[src/rtl/meteor_scheduler.sv]
// Meteor game pacing controller: turns frame markers into meteor step/spawn
// pulses, tracks difficulty level and handles start/pause/game-over flow.
//
// state   | meaning
// --------+-----------------------------------------------
// IDLE    | after reset, waiting for the first start
// RUN     | game active, frames advance meteors and timers
// PAUSED  | game frozen, only pause resumes
// OVER    | collision seen, counters frozen until restart
module meteor_scheduler #(
    parameter int FRAMES_PER_LEVEL = 600,
    parameter int MAX_LEVEL        = 8,
    parameter int SPAWN_BASE       = 40,
    parameter int SPAWN_MIN        = 8
) (
    input  logic        clk,
    input  logic        resetn,
    input  logic        frame,
    input  logic        start,
    input  logic        pause,
    input  logic        collision,
    output logic [15:0] level,
    output logic        met_step,
    output logic        spawn,
    output logic [1:0]  spawn_lane,
    output logic [1:0]  state
);

    typedef enum logic [1:0] {
        ST_IDLE   = 2'b00,
        ST_RUN    = 2'b01,
        ST_PAUSED = 2'b10,
        ST_OVER   = 2'b11
    } state_t;

    localparam logic [15:0] FPL_LAST = 16'(FRAMES_PER_LEVEL - 1);
    localparam logic [15:0] LVL_MAX  = 16'(MAX_LEVEL);
    localparam logic [15:0] BASE16   = 16'(SPAWN_BASE);
    localparam logic [15:0] MIN16    = 16'(SPAWN_MIN);
    localparam logic [18:0] BASE19   = 19'(SPAWN_BASE);
    localparam logic [18:0] MIN19    = 19'(SPAWN_MIN);

    state_t      state_q, state_d;
    logic [15:0] level_q, level_d;
    logic [15:0] frame_cnt_q, frame_cnt_d;
    logic [15:0] spawn_timer_q, spawn_timer_d;
    logic        met_step_q, met_step_d;
    logic        spawn_q, spawn_d;
    logic [1:0]  spawn_lane_q, spawn_lane_d;
    logic [3:0]  lfsr_q, lfsr_d;
    logic        frame_d_q;

    logic        frame_rise;
    logic [15:0] fc_nxt;
    logic [15:0] lvl_nxt;
    logic [18:0] lvl_x4;
    logic [15:0] reload;

    always_comb begin
        frame_rise = frame & ~frame_d_q;
        lfsr_d     = {lfsr_q[2:0], lfsr_q[3] ^ lfsr_q[2]};

        // Frame/level advance, used only when a frame is actually counted
        fc_nxt  = frame_cnt_q + 16'd1;
        lvl_nxt = level_q;
        if (frame_cnt_q == FPL_LAST) begin
            fc_nxt = 16'd0;
            if (level_q < LVL_MAX) begin
                lvl_nxt = level_q + 16'd1;
            end
        end

        // Reload uses the post-increment level; wide math keeps BASE-4*level from wrapping
        lvl_x4 = {1'b0, lvl_nxt, 2'b00};
        if (lvl_x4 + MIN19 >= BASE19) begin
            reload = MIN16;
        end else begin
            reload = 16'(BASE19 - lvl_x4);
        end
    end

    always_comb begin
        state_d       = state_q;
        level_d       = level_q;
        frame_cnt_d   = frame_cnt_q;
        spawn_timer_d = spawn_timer_q;
        met_step_d    = 1'b0;
        spawn_d       = 1'b0;
        spawn_lane_d  = spawn_lane_q;

        case (state_q)
            ST_IDLE, ST_OVER: begin
                if (start) begin
                    state_d       = ST_RUN;
                    level_d       = 16'd1;
                    frame_cnt_d   = 16'd0;
                    spawn_timer_d = BASE16;
                end
            end
            ST_RUN: begin
                if (collision) begin
                    state_d = ST_OVER;
                end else begin
                    if (pause) begin
                        state_d = ST_PAUSED;
                    end
                    if (frame_rise) begin
                        met_step_d  = 1'b1;
                        frame_cnt_d = fc_nxt;
                        level_d     = lvl_nxt;
                        if (spawn_timer_q == 16'd1) begin
                            spawn_d       = 1'b1;
                            spawn_timer_d = reload;
                            // Lane matches the LFSR value visible while spawn is high
                            spawn_lane_d  = lfsr_d[1:0];
                        end else begin
                            spawn_timer_d = spawn_timer_q - 16'd1;
                        end
                    end
                end
            end
            ST_PAUSED: begin
                if (pause) begin
                    state_d = ST_RUN;
                end
            end
            default: state_d = ST_IDLE;
        endcase
    end

    always_ff @(posedge clk) begin
        if (!resetn) begin
            state_q       <= ST_IDLE;
            level_q       <= 16'd0;
            frame_cnt_q   <= 16'd0;
            spawn_timer_q <= BASE16;
            met_step_q    <= 1'b0;
            spawn_q       <= 1'b0;
            spawn_lane_q  <= 2'b00;
            lfsr_q        <= 4'b0001;
            frame_d_q     <= 1'b0;
        end else begin
            state_q       <= state_d;
            level_q       <= level_d;
            frame_cnt_q   <= frame_cnt_d;
            spawn_timer_q <= spawn_timer_d;
            met_step_q    <= met_step_d;
            spawn_q       <= spawn_d;
            spawn_lane_q  <= spawn_lane_d;
            lfsr_q        <= lfsr_d;
            frame_d_q     <= frame;
        end
    end

    assign level      = level_q;
    assign met_step   = met_step_q;
    assign spawn      = spawn_q;
    assign spawn_lane = spawn_lane_q;
    assign state      = state_q;

endmodule

[config.mk]
export PLATFORM = sky130hd
export DESIGN_NAME = meteor_scheduler
export DESIGN_NICKNAME = d
export VERILOG_FILES = /design/src/rtl/meteor_scheduler.sv
export SDC_FILE = /design/constraint.sdc
export NUM_CORES = 1
export LEC_CHECK = 0
export CORE_MARGIN = 3
export CORE_UTILIZATION = 28
export DETAILED_ROUTE_END_ITERATION = 7
export PLACE_DENSITY = 0.51
export SETUP_SLACK_MARGIN = 0.15
export SLEW_MARGIN = 20
export SYNTH_ARGS = -nofsm -noshare
export SYNTH_HDL_FRONTEND = slang
export SYNTH_SLANG_ARGS = --single-unit
[constraint.sdc]
create_clock -name clk -period 6.3 [get_ports clk]
set_clock_uncertainty 0.1 [all_clocks]
set_input_delay 1.26 -clock clk [delete_from_list [all_inputs] [get_ports clk]]
set_output_delay 1.26 -clock clk [all_outputs]
set_load 0.005 [all_outputs]
Word-level counts from Yosys, hierarchy flattened
Index checks and enable logic that the tools add are counted.
- magnitude comparators: 2
- reduce and logical (&&, ||, !) cells: 8
- bitwise logic cells: 7
- add/subtract/negate cells: 5
- muxes and demuxes: 24
- eq/ne operators: 10
- operator list (operator ; count):
    16-bit 2-to-1 mux ; 14
    16-bit case mux with 2 select lines ; 3
    16-bit by 1-bit adder with 16-bit output, second input constant ; 2
    18-bit by 4-bit adder with 19-bit output, second input constant ; 1
    19-bit by 6-bit >= comparator with 1-bit output, second input constant ; 1
    16-bit by 1-bit == test with 1-bit output, second input constant ; 1
    16-bit by 10-bit == test with 1-bit output, second input constant ; 1
    16-bit by 4-bit < comparator with 1-bit output, second input constant ; 1
    16-bit by 1-bit subtractor with 16-bit output, second input constant ; 1
    6-bit by 16-bit subtractor with 16-bit output, first input constant ; 1
    2-bit 2-to-1 mux ; 4
    2-bit inequality test, second input constant ; 4
    4-bit AND reduction ; 2
    2-bit case mux with 3 select lines ; 1
    1-bit NOT ; 5
    2-bit == test, second input constant ; 2
    4-bit OR reduction ; 1
    3-bit inequality test, second input constant ; 1
    3-bit AND reduction ; 1
    3-bit OR reduction ; 1
    2-bit by 1-bit == test with 1-bit output, second input constant ; 1
    2-bit zero test ; 1
    1-bit 2-to-1 mux ; 2
    2-bit nonzero test ; 1
    3 further kinds ; 3
- bits of input ports: 6
- bits in registers: 59

Logic depth before layout (Yosys ltp)
- word-level depth: 10
- gate-level depth with buffers: 16

Worst setup path after synthesis
OpenSTA, ideal clock, no wires.
- kind: register to register
- start: register frame_cnt_q[0]
- end: register spawn_timer_q[15]
- slack: 2723 ps
- stages on the path, launching flop included: 16
- buffers on the path: 2
- arrival: 3390 ps
- clock period less this slack: 3577 ps
- required time: 6113 ps
- setup time: 87 ps
- cell sequence: dfxtp_1 > ha_1 > and4_1 > and4_1 > buf_6 > and2_1 > clkbuf_1 > mux2_2 > ha_1 > nand4_1 > xor2_1 > a22o_1 > nand4_1 > a2111oi_4 > a21oi_2 > o31ai_1
- word-level cells in the longest chain between the ends: 9
- RTL lines (what ; RTL line ; RTL):
    from (decl) ; 45 ; logic [15:0] frame_cnt_q, frame_cnt_d;
    from (signal assigned) ; 145 ; frame_cnt_q <= frame_cnt_d;
    16-bit by 10-bit == test with 1-bit output * ; 66 ; if (frame_cnt_q == FPL_LAST) begin
    16-bit 2-to-1 mux * ; 66 ;
    18-bit by 4-bit adder with 19-bit output ; 75 ; if (lvl_x4 + MIN19 >= BASE19) begin
    19-bit by 6-bit >= comparator with 1-bit output ; 75 ;
    16-bit 2-to-1 mux * ; 75 ;
    16-bit 2-to-1 mux * ; 111 ; if (spawn_timer_q == 16'd1) begin
    16-bit 2-to-1 mux * ; 107 ; if (frame_rise) begin
    16-bit 2-to-1 mux * ; 101 ; if (collision) begin
    16-bit case mux with 2 select lines * ; 91 ; case (state_q)
    to (signal assigned) ; 146 ; spawn_timer_q <= spawn_timer_d;
    to (decl) ; 46 ; logic [15:0] spawn_timer_q, spawn_timer_d;
Mark *: on every way between the ends. The rest lies on a longest branch, timed or not. The select of a mux whose other input is x is not followed.
A chain may end at the register's enable or synchronous reset.

Worst setup path in the final report
- start: register frame_cnt_q[0]
- end: register spawn_timer_q[8]
The elaborated chain is that of the path after synthesis.

==> run_results.csv <==
group,metric,value,unit
synthesis,synth_top_area_share,36.4,%
synthesis,synthFlopType,"dfxtp_1",
synthesis,yosysSeqAreaShare,36.4,%
die,dieArea,12900,um^2
sta,fin_crit,4.11,ns
synthesis,async_flop_share,0,%
layout,layout_commonest_cell,"dfxtp_1",
worst_setup_path,endpoint_kind,"flip-flop",
sta,fin_tns_setup,0,ns
cts,h-tree-depth,3,
grt,grt_util_all_layers,13.2,%
sta,relSlewSlack,40.2,%
sta,min_period_over_period,65.3,%
place,gp_congestion,0.836,
pwr,vdd_drop_max,0.000163,V
layout,areaGrowthSynthToFinish,20.8,%
cts,hold_buffers,0,
layout,final-seq-area,1180,um^2
die,rows,38,
worst_setup_path,cp_common_cell,"nand4_1",
worst_setup_path,cp_slowest_cell,"a2111oi_4",
route,via_per_inst,5.05,
route,drc_errors,0,
pwr,power_density,249,nW/um^2
place,dp_cells,562,
place,place_hpwl,5740,um
worst_setup_path,arrival,4.25,ns
synthesis,ys_warn_count,0,
die,io_pins,28,
pwr,p_total,0.977,mW
place,port_buffers,27,
layout,fillers,1158,
grt,grt_pass1_vias,2799,
synthesis,ys_top_cells_by_area,"dfxtp_1 36%, nor2_1 5.7%, nand2_1 4.6%, and2_1 4.4%, a21oi_1 3.9%",
synthesis,ys_ff_latch,59,
sta,setup_violations,0,
synthesis,synth_cells,407,
route,first_pass_iters,4,
worst_setup_path,path_delay_family,"simple AND/OR/NAND/NOR gates",
layout,final_cell_mix,"59 x dfxtp_1, 49 x nor2_1, 40 x nand2_1",
synthesis,synth_area,3250,um^2
die,core,11100,um^2
die,die_w,114,um
layout,drive_above_1_share,7.55,%
layout,diodes,0,
die,die_h,114,um
worst_setup_path,path_cells,"ha_1, and4_1, and4_1, and2_1, mux2_2, ha_1, nand4_1, xor2_1, a22o_1, nand4_1, a2111oi_4, nand4_1, a31oi_1",
worst_setup_path,setup.worst_path.start_class,"flip-flop",
cts,cts_inserted_buffers,9,
min_path,min_path_type,"reg -> reg",
route,wire_per_inst,14.1,um
status,outcome,"finished, final reports clean",
sta,hold_viol,0,
synthesis,yosysUniqueCellTypes,59,
cts,cts_setup_buffers,0,
synthesis,syn_avg_cell_area,7.98,um^2
route,ant_nets,0,
pwr,leakage,1.44,nW
worst_setup_path,worstSetupPathType,"reg -> reg",
worst_setup_path,path_buf_inv,0,
route,first_iter_violations,174,
cts,clk_pin_slew,0.05,ns
cts,cts_resized,0,
route,totalWireLength,8150,um
layout,fin_nets,449,
synthesis,synth_edf_count,0,
cts,cts_root_buffer,"clkbuf_16",
flow_run,cap_violations,0,
worst_setup_path,crit_required,6.44,ns
cts,cts_tree,"yes",
worst_setup_path,slowest_delay,0.67,ns
grt,overflow,0,
sta,finalMaxSlewViolations,0,
worst_setup_path,cp_max_fo,7,
synthesis,synth_nets,423,
grt,grt_pass1_wl,13800,um
sta,rsz0062_at_grt,"no",
cts,clock_latency,0.33,ns
layout,fin_cells,577,
sta,worst_slew_pin_slew,0.890,ns
sta,fmax,243,MHz
grt,antenna_found_initial,0,
route,vias,2914,
cts,clk_path_buf_depth,2,
layout,multiInputGateArea,1940,um^2
grt,grt_max_degree,18,
cts,cts.sinks,59,
synthesis,synth_area_leader_cell,"dfxtp_1",
die,start_util,29.3,%
## final cells by class
cell class / count / share of cell area (%)
flip-flops and latches: 59 / 30.1
inverters: 17 / 1.63
well taps: 140 / 4.46
repair buffers: 28 / 7.08
multi-input cells: 318 / 49.6
clock buffers: 14 / 6.98
clock inverters: 1 / 0.191
## worst register-to-register path, cell delays in order, from the launching register on
cell	delay, ns
dfxtp_1	0.38
ha_1	0.20
and4_1	0.22
and4_1	0.39
and2_1	0.29
mux2_2	0.44
ha_1	0.31
nand4_1	0.17
xor2_1	0.16
a22o_1	0.15
nand4_1	0.14
a2111oi_4	0.67
nand4_1	0.22
a31oi_1	0.20
## worst paths after layout
check	from	end	slack (ns)	cells after the start
setup / recovery	frame_cnt_q[0]$_SDFFE_PN0P_	spawn_timer_q[8]$_SDFFE_PN0P_	2.19	13
hold / removal	lfsr_q[1]$_SDFF_PN0_	lfsr_q[2]$_SDFF_PN0_	0.34	1
setup reg to reg	frame_cnt_q[0]$_SDFFE_PN0P_	spawn_timer_q[8]$_SDFFE_PN0P_	2.19	13
hold reg to reg	lfsr_q[1]$_SDFF_PN0_	lfsr_q[2]$_SDFF_PN0_	0.34	1
## cells in the mapped netlist (all sizes together) (2+ instances only)
library cell  number
and2              23
o21ai             25
a32oi              3
or4                2
mux2i              2
and4               6
nand2b             5
mux2               2
inv               16
clkbuf            10
o21a               2
a21o               3
o211ai             2
nand2             40
or3                7
a21oi             26
nor3              22
nor4               7
a22o               2
ha                10
xor2               9
nor2b              2
and3               5
nand3             13
buf                3
dfxtp             59
a211oi             2
o31ai              4
nor3b              2
xnor2              8
nand3b             2
o22ai              2
nand4             10
a22oi              4
a31oi              3
nor2              50
## registers in the layout, indices dropped and copies added (netlist names)
signal / count
state: 2
met_step: 1
frame_d_q: 1
lfsr_q: 4
spawn_timer_q: 16
frame_cnt_q: 16
spawn: 1
level: 16
spawn_lane: 2
## report_power, final
part / internal, mW / switching, mW / leakage [nW]
sequential: 0.385 / 0.0132 / 0.478
clock: 0.296 / 0.166 / 0.135
combinational: 0.0436 / 0.0735 / 0.827
total: 0.724 / 0.252 / 1.44
## layer usage
metal,vias up,GRT usage [%],wire [um]
met2,54,19.9,3410
met3,11,4.30,366
met5,-,0,0
li1,1516,-,-
met1,1333,17.7,4260
met4,0,4.73,114
## logic make-up after synthesis
logic type / after synthesis / synth area share, %
flip-flops: 59 / 36.4
buffers and inverters: 30 / 3.77
XOR/XNOR: 17 / 4.58
AO/OA/AOI/OAI: 86 / 17.6
multiplexers: 4 / 1.31
AND/OR/NAND/NOR: 201 / 32.5
adder cells (fa/ha/maj): 10 / 3.85
## through the flow
step / utilization, % / cell area [um^2] / worst slack [ns] / hold slack, ns
after floorplan: - / 3250 / 2.72 / 0.312
after global placement: 32.9 / 3640 / 2.16 / 0.329
after detailed placement: 32.9 / 3640 / 1.99 / 0.330
after CTS: 35.4 / 3920 / 2.21 / 0.345
after global routing: 35.4 / 3920 / 1.84 / 0.357
final: 35.4 / 3920 / 2.19 / 0.338
Power figures use the tool's default switching activity.
==> edit: new RTL, config.mk and constraints unchanged <==
Make the reset (`resetn`) asynchronous in one clocked block.
--- a/src/rtl/meteor_scheduler.sv
+++ b/src/rtl/meteor_scheduler.sv
@@ -128,7 +128,7 @@
         endcase
     end
 
-    always_ff @(posedge clk) begin
+    always_ff @(posedge clk or negedge resetn) begin
         if (!resetn) begin
             state_q       <= ST_IDLE;
             level_q       <= 16'd0;
Check against the original RTL: differs if resetn is asserted again (counterexample within 4 cycles, from zero or initial values and one cycle with resetn low); with resetn held inactive, the same outputs for 10 cycles.
==> edit against the original RTL <==
- cell area rose by 3.3%
- critical path type unchanged
- fmax decreased by 6.6%
- worst hold slack lost 0.086 ns
- routed wire length is 0.59% higher
- area after synthesis increased by 2.2%
- critical path depth unchanged
- sequential cell count unchanged
- largest cell class unchanged
- worst setup slack worse by 0.29 ns
- highest routed layer unchanged
- synthesized cell count down 9.3%
Power is not compared: it rests on default switching activity, and its combinational part moved more than twofold at a synthesized area within 25%.
==> edit: results <==
{
  "worst_path_max_delay_cell": "or4b_4",
  "holdCritStartpoint": "lfsr_q[1]",
  "grt_pass1_wl_um": 13920,
  "min_period_ns": 4.401,
  "synthTopCellsByCount": "56 x dfrtp_1, 43 x nand2_1, 35 x nor2_1, 32 x o21ai_0, 21 x a21oi_1",
  "ctsResizeCount": 0,
  "place_hpwl_um": 5653,
  "crit_family": "simple AND/OR/NAND/NOR gates",
  "r2r_slack_ns": 1.90,
  "crit-reg2reg-capture": "spawn_timer_q[15]",
  "nets": 416,
  "crit_start": "level[9]",
  "num-fill-cells": 1165,
  "drive_gt1_frac": 0.09877,
  "htree_levels": 3,
  "ys_types": 58,
  "grt_max_degree": 60,
  "cpPeakStageDelay_ns": 0.53,
  "numPortBuffers": 27,
  "dp.cells": 532,
  "grt_pass1_vias": 2794,
  "crit_fanout": 8,
  "post-cts-setup-buffers": 0,
  "status": "finished clean",
  "arrival_ns": 4.56,
  "critPathCapture": "spawn_timer_q[15]",
  "wl_per_cell_um": 14.96,
  "drt_iter0_markers": 148,
  "synthTopCellsByArea": "dfrtp_1 42%, nand2_1 4.9%, o21ai_0 4.8%",
  "overflow": 0,
  "syn-num-nets": 385,
  "tightestPinTransition_ns": 0.7572,
  "placed_area_um2": 3750,
  "grt_usage": 0.1325,
  "yosys_warnings": 0,
  "dr.pass1.iters": 4,
  "insertion_delay_ns": 0.33,
  "avgSynthCellArea_um2": 8.996,
  "antenna_found_initial": 0,
  "final_cells": 548,
  "clk_pin_slew_ns": 0.06,
  "ys_seq_area_frac": 0.4459,
  "async_flop_share": 1.000,
  "numCtsBuffers": 9,
  "power.static_leakage_uw": 0.001814,
  "gp_congestion": 0.8834,
  "avgViaCountPerCell": 5.164
}
[edit: changes by cell type in the layout (fill, tap and decap cells not counted), sizes merged, moves of 7 or more]
cell	unedited run	this run
dfxtp	59	0
dfrtp	0	56
nor2	50	35
and2	23	11
nor3	22	14
o21ai	25	32
[edit: logic make-up (layout without fill, tap and decap cells)]
family,Yosys count,in the layout,synth area share
adder cells (fa/ha/maj),10,10,0.03769
flip-flops,59,59,0.4459
AO/OA/AOI/OAI,82,82,0.1545
multiplexers,4,4,0.01319
AND/OR/NAND/NOR,173,173,0.2789
buffers and inverters,26,62,0.03015
XOR/XNOR,15,15,0.03958
[edit: worst min-delay path by stage]
| stage | cells past startpoint | slack (ns) | to |
|---|---|---|---|
| 2_1_floorplan | 0 | 0.23 | lfsr_q[2] |
| 6_report | 0 | 0.25 | lfsr_q[2] |
| 3_3_place_gp | 0 | 0.23 | lfsr_q[2] |
| 4_1_cts | 0 | 0.26 | lfsr_q[2] |
| 3_5_place_dp | 0 | 0.24 | lfsr_q[2] |
| 5_1_grt | 0 | 0.28 | lfsr_q[2] |
[edit: where the power goes]
group	leakage [uW]	switching (uW)	internal (uW)
Combinational	0.000871	204	134
Sequential	0.000797	42.5	423
Clock	0.000146	183	308
[edit: cell type report]
class,instances,area [um2],area share
multi-input combinational,284,1739,0.4291
sequential,59,1480,0.3652
timing repair buffer,31,295.3,0.07286
clock buffer,9,225.2,0.05557
tap,143,178.9,0.04415
clock inverter,7,77.57,0.01914
inverter,15,56.30,0.01389
[edit: metal layers]
layer  vias to the layer above  global-route usage  wire length (um)
met3                         9             0.03895               309
met4                         0             0.04930               110
met5                         -                   0                 0
met2                        61              0.2056              3804
li1                       1382                   -                 -
met1                      1378              0.1753              3973
